===== src/rtl/mantis_round_ctrl.sv =====
// Round sequencer for the MANTIS tweakable block cipher datapath: forward rounds,
// a middle reflection, then backward rounds, with a ready/valid handshake on each side.
//
// state | meaning
// IDLE  | waiting for a block, in_ready high
// FWD   | forward rounds, round_idx counts up 0..ROUNDS-1
// MID   | middle reflection, single cycle
// BWD   | backward rounds, round_idx counts down ROUNDS-1..0
// DONE  | result held in state register until the consumer takes it
module mantis_round_ctrl #(
  parameter int ROUNDS = 7
) (
  input  logic       clk,
  input  logic       rst,
  input  logic       in_valid,
  input  logic       in_decrypt,
  output logic       in_ready,
  output logic       out_valid,
  input  logic       out_ready,
  output logic       state_load,
  output logic       state_en,
  output logic [1:0] round_sel,
  output logic [3:0] round_idx,
  output logic       tweak_en,
  output logic       tweak_dir,
  output logic       dec_mode,
  output logic       busy
);

  typedef enum logic [2:0] {
    S_IDLE = 3'd0,
    S_FWD  = 3'd1,
    S_MID  = 3'd2,
    S_BWD  = 3'd3,
    S_DONE = 3'd4
  } state_t;

  localparam logic [3:0] LAST = 4'(ROUNDS - 1);

  state_t     state, state_nx;
  logic [3:0] cnt, cnt_nx;
  logic       accept;

  always_ff @(posedge clk or posedge rst) begin
    if (rst) begin
      state    <= S_IDLE;
      cnt      <= 4'd0;
      dec_mode <= 1'b0;
    end else begin
      state <= state_nx;
      cnt   <= cnt_nx;
      if (accept) dec_mode <= in_decrypt;
    end
  end

  // The counter saturates at each end of a pass, so round_idx never wraps.
  always_comb begin
    state_nx = state;
    cnt_nx   = cnt;
    accept   = 1'b0;
    case (state)
      S_IDLE: begin
        if (in_valid) begin
          accept   = 1'b1;
          state_nx = S_FWD;
          cnt_nx   = 4'd0;
        end
      end
      S_FWD: begin
        if (cnt == LAST) state_nx = S_MID;
        else             cnt_nx   = cnt + 4'd1;
      end
      S_MID: begin
        state_nx = S_BWD;
        cnt_nx   = LAST;
      end
      S_BWD: begin
        if (cnt == 4'd0) state_nx = S_DONE;
        else             cnt_nx   = cnt - 4'd1;
      end
      S_DONE: begin
        if (out_ready) begin
          if (in_valid) begin
            accept   = 1'b1;
            state_nx = S_FWD;
            cnt_nx   = 4'd0;
          end else begin
            state_nx = S_IDLE;
          end
        end
      end
      default: state_nx = S_IDLE;
    endcase
  end

  always_comb begin
    in_ready   = 1'b0;
    out_valid  = 1'b0;
    state_load = 1'b0;
    state_en   = 1'b0;
    round_sel  = 2'd0;
    round_idx  = 4'd0;
    tweak_en   = 1'b0;
    tweak_dir  = 1'b0;
    busy       = 1'b0;
    case (state)
      S_IDLE: begin
        in_ready   = 1'b1;
        state_load = in_valid;
      end
      S_FWD: begin
        state_en  = 1'b1;
        tweak_en  = 1'b1;
        round_idx = cnt;
        busy      = 1'b1;
      end
      S_MID: begin
        state_en  = 1'b1;
        round_sel = 2'd1;
        busy      = 1'b1;
      end
      S_BWD: begin
        state_en  = 1'b1;
        tweak_en  = 1'b1;
        tweak_dir = 1'b1;
        round_sel = 2'd2;
        round_idx = cnt;
        busy      = 1'b1;
      end
      S_DONE: begin
        out_valid  = 1'b1;
        in_ready   = out_ready;
        state_load = out_ready & in_valid;
      end
      default: ;
    endcase
  end

endmodule

===== config.mk =====
export PLATFORM = sky130hd
export DESIGN_NAME = mantis_round_ctrl
export DESIGN_NICKNAME = d
export VERILOG_FILES = /design/src/rtl/mantis_round_ctrl.sv
export SDC_FILE = /design/constraint.sdc
export NUM_CORES = 1
export LEC_CHECK = 0
export CORE_MARGIN = 1
export CORE_UTILIZATION = 40
export DETAILED_ROUTE_END_ITERATION = 8
export GPL_TIMING_DRIVEN = 0
export PLACE_DENSITY = 0.72
export SLEW_MARGIN = 20
export SYNTH_ARGS = -nofsm -noshare
export SYNTH_HDL_FRONTEND = slang
export SYNTH_SLANG_ARGS = --single-unit

===== constraint.sdc =====
create_clock -name clk -period 2.2 [get_ports clk]
set_clock_uncertainty 0.15 [all_clocks]
set_input_delay 0.22 -clock clk [delete_from_list [all_inputs] [get_ports clk]]
set_output_delay 0.22 -clock clk [all_outputs]
set_load 0.02 [all_outputs]

==> results <==
-- state kept, by name, summed over array words and instances (netlist names) --
register and count:
cnt 4, state 3, dec_mode 1
-- repair_timing --
item,CTS,global route
setup buffers,1,0
pin swaps,1,0
gates resized for setup,1,12
setup endpoints to repair,3,11
cloned,0,0
-- final timing paths --
path,depth (start not counted),from,to
max,8,state[2]$_DFFE_PP0P_,cnt[3]$_DFFE_PP0P_
min,2,rst,dec_mode$_DFFE_PP0P_
max reg2reg,8,state[2]$_DFFE_PP0P_,cnt[3]$_DFFE_PP0P_
min reg2reg,1,dec_mode$_DFFE_PP0P_,dec_mode$_DFFE_PP0P_
max in group asynchronous,2,rst,cnt[1]$_DFFE_PP0P_
min in group clk,1,dec_mode$_DFFE_PP0P_,dec_mode$_DFFE_PP0P_
-- final cells by class --
class / instances / area [sq um]
fill: 136 / 580.6
buffer: 6 / 46.29
multi-input combinational: 53 / 391.6
clock buffer: 3 / 22.52
timing repair buffer: 19 / 205.2
inverter: 6 / 22.52
tap: 16 / 20.02
sequential: 8 / 200.2
-- power groups by stage --
stage | clock network (mW) | logic [mW] | registers [mW]
after detailed placement | 0 | 1.21 | 0.302
after floorplan | 0 | 0.835 | 0.292
final | 0.111 | 1.31 | 0.303
after global routing | 0.123 | 1.42 | 0.315
after CTS | 0.114 | 1.24 | 0.299
after global placement | 0 | 1.19 | 0.299
-- synth_stat cells, types with 3 or more instances --
cell type,instances,share of area
sky130_fd_sc_hd__inv_1,6,0.035
sky130_fd_sc_hd__nand2b_1,3,0.030
sky130_fd_sc_hd__buf_4,3,0.035
sky130_fd_sc_hd__o21ai_0,4,0.031
sky130_fd_sc_hd__nor2_1,6,0.035
sky130_fd_sc_hd__and2_1,6,0.059
sky130_fd_sc_hd__nand2_1,3,0.018
sky130_fd_sc_hd__dfrtp_1,8,0.31
sky130_fd_sc_hd__a21oi_1,3,0.024
-- stage by stage --
step / setup TNS (ns) / power [mW] / utilization
floorplan: 0 / 1.127 / -
global placement: -0.08910 / 1.493 / 0.5613
detailed placement: -0.1490 / 1.516 / 0.5613
CTS: 0 / 1.654 / 0.5807
global route: -0.01763 / 1.857 / 0.6101
finish: 0 / 1.720 / 0.6101
-- worst max-delay path, stage by stage, from the launching register on --
cell and delay [ns]:
sky130_fd_sc_hd__dfrtp_1 0.37, sky130_fd_sc_hd__buf_6 0.13, sky130_fd_sc_hd__nand3b_1 0.21, sky130_fd_sc_hd__inv_2 0.17, sky130_fd_sc_hd__ha_4 0.24, sky130_fd_sc_hd__a31oi_2 0.15, sky130_fd_sc_hd__nor2_1 0.05, sky130_fd_sc_hd__or4_1 0.39
sky130_fd_sc_hd__a31oi_1 0.20
-- cells by family (layout without fill, tap and decap cells) --
family | Yosys count | count (layout)
and+or+nand+nor | 28 | 28
muxes | 2 | 2
AOI/OAI and AO/OA | 20 | 20
xor gates and xnor gates | 1 | 1
buffers and inverters | 12 | 34
DFF | 8 | 8
adders and majority gates | 2 | 2
-- per-layer routing --
metal	share of wire	global-route usage	vias up
met1	0.46	0.2259	295
li1	-	-	301
met4	0	0.05161	0
met3	0.053	0.03913	0
met5	0	0	-
met2	0.49	0.3219	26
-- layout by cell type, fill, tap and decap left out, drive strengths merged, types with 2 or more instances in the layout --
cell           synthesis  routed
dlymetal6s2s           0       7
and2                   6       6
o21a                   2       2
nand2                  3       3
inv                    6       6
mux2                   2       2
clkdlybuf4s50          0      10
nor3b                  2       2
o21ai                  4       4
clkbuf                 0       4
a31oi                  2       2
nor2                   6       6
buf                    6       6
a21oi                  3       3
ha                     2       2
nand2b                 3       3
a22o                   2       2
nor3                   2       2
dfrtp                  8       8
a21boi                 2       2
==> results.md <==
- The part of the power in the clock network is 0.064.
- The tree built by TritonCTS fans out to 8 sinks.
- The number of antenna repair diodes is 0.
- For this run, the register share of the synthesized area comes to 0.3150.
- Routability-driven placement finished with a final weighted congestion of around 0.85.
- The number of buffers added by the clock tree synthesis step is 3.
- The kind of capture point of the worst setup path is a flop.
- In this run the horizontal extent of the chip is 41.86 microns.
- In the final routed layout, each cell accounts on average for 13.38 microns.
- After synthesis, the largest family of logic cells by area is simple AND/OR/NAND/NOR gates.
- Relative to the synthesized area, the layout overhead comes to 42.91%.
- The number of placed instances, taps included is between 100 and 150.
- The synthesized design contains 0 enable-type register cells.
- For the worst setup path, the data required time is 2.22 ns.
- Of the total power, registers draw 0.176.
- The transition time of the tightest slew-check pin is 0.3600 ns.
- The master cell of the clock root buffer is sky130_fd_sc_hd__clkbuf_4.
- The detail route stage leaves a number of antenna-violating nets equal to 0.
- The area enclosed by the die boundary is 1752 sq um.
- The remaining global-route overflow is 0.
- After detailed routing, the number of vias per cell comes to 5.604.
- Derived from the worst setup path, the maximum achievable clock frequency is 0.4667 GHz.
- The via count is 622.
- The path type of the worst min-delay path is in -> async.
- After clock tree synthesis, the flow added hold-fix buffers numbering 0.
- The category of the worst setup path launch point is a flop.
- The via count of the first global-routing pass is ~590.
- The smallest hold slack is 0.05602 ns.
- The number of search-and-repair iterations in the first detailed-routing pass is 4.
- The total non-filler cell area in the finished layout is 908.4 sq um.
- The endpoint arrival time on the critical path is 2.17 ns.
- The critical setup path kind is reg -> reg.
- The share of the synthesized area in compound gates (AO/OA/AOI/OAI) came to 0.2185.
- The global-route wire length before repair is 2.539 mm.
- The most frequently used flop master after synthesis is sky130_fd_sc_hd__dfrtp_1.
- The cell count after synthesis is 73.
- In this run the cell area measured after placement is ~840 sq um.
- The die is approximately 42 microns tall.
- The maximum vdd ir drop is around 1100 uV.
- The synthesized design contains 8 register bits.
- In the routed design, unresolved DRC markers number 0.
- Headroom to the max-slew limit came out at 0.7584.
- The number of warnings printed during yosys synthesis is 0.
- The depth of the CTS H-tree is 1.
- Entering global routing, the biggest net connects 11 pins.
- The internal power is 0.9479 mW.
- The net switching fraction of the power is 0.4490.
- The share of synthesized cell area in and, or, nand and nor gates is 0.2736.
- The first routing iteration left 9 violations.
- The final max-slew violation count is 0.
- After the last flow step, the layout net total stands at between 100 and 150.
- The setup slack of the most critical reg-to-reg path is 0.06 ns.
- The post-synthesis cell type count is 33.
- The critical-path maximum fanout is 9.
- The global router's overall resource usage is 0.1840.
- The worst-case setup slack after placement is -0.1490 ns.
- The netlist area before placement is 635.6 sq um.
- The number of top-level pins is 19.
- For this configuration, the core starts out at a cell density of 0.4269.
- After synthesis, the share of cell area in mux cells is 0.03543.
- Across all setup checks in the final design, the least slack found is 0.05713 ns.
- The post-route minimum period is about 2.1 ns.
- A synthesized cell averages 8.707 sq um.
- Setup violations remaining at the end of the flow were counted as 0.
- The final hold violation count is 0.
- The flow ran to the end, and the final reports show no timing, DRC or antenna violations.
- Across the run, the number of max-cap violations was 0.
- Of the total synthesized cell area, the portion taken by XOR and XNOR cells is 0.01378.
- The post-detailed-routing wire length is 1.485 mm.
- The post-synthesis async set-or-reset flop share is 1.000.
- The power per cell area is between 1500 and 2000 nW/um^2.
- Of the total synthesized cell area, the portion taken by full adders, half adders and majority gates is 0.03937.
- Of the cells placed in the final design, the portion with a size suffix greater than 1 is 0.1789.
- The core region is 1489 sq um.
- In this run the tool buffered the top-level ports with 18 buffer cells.
- TritonCTS built the clock tree.
- The final clock period utilization by the worst path is 0.9740.
- Clock latency on the worst-skew pair, taken at its later pin, is 0.26 ns.
- The total half-perimeter wirelength after legalization and detailed placement is approximately 1.1 mm.
- In this run the core area contains 14 standard-cell rows.
- Summed over all nets, the switching power comes to 0.7724 mW.
- Clock-pin slew was measured on the worst setup and hold paths at 0.06 ns.
- Of the total power, combinational logic draws 0.759.
- The net count after synthesis is 80.
- The number of antenna violations at the first check in global routing is 0.
- The number of standard cells in the layout, taps in and fillers out is 111.
- The leakage power total is about 0.47 nW.
- Setup repair after global routing could not meet its margin everywhere.
- The buffer levels on the longest clock path is 2.
No activity file was read; power rests on OpenSTA's default activity.
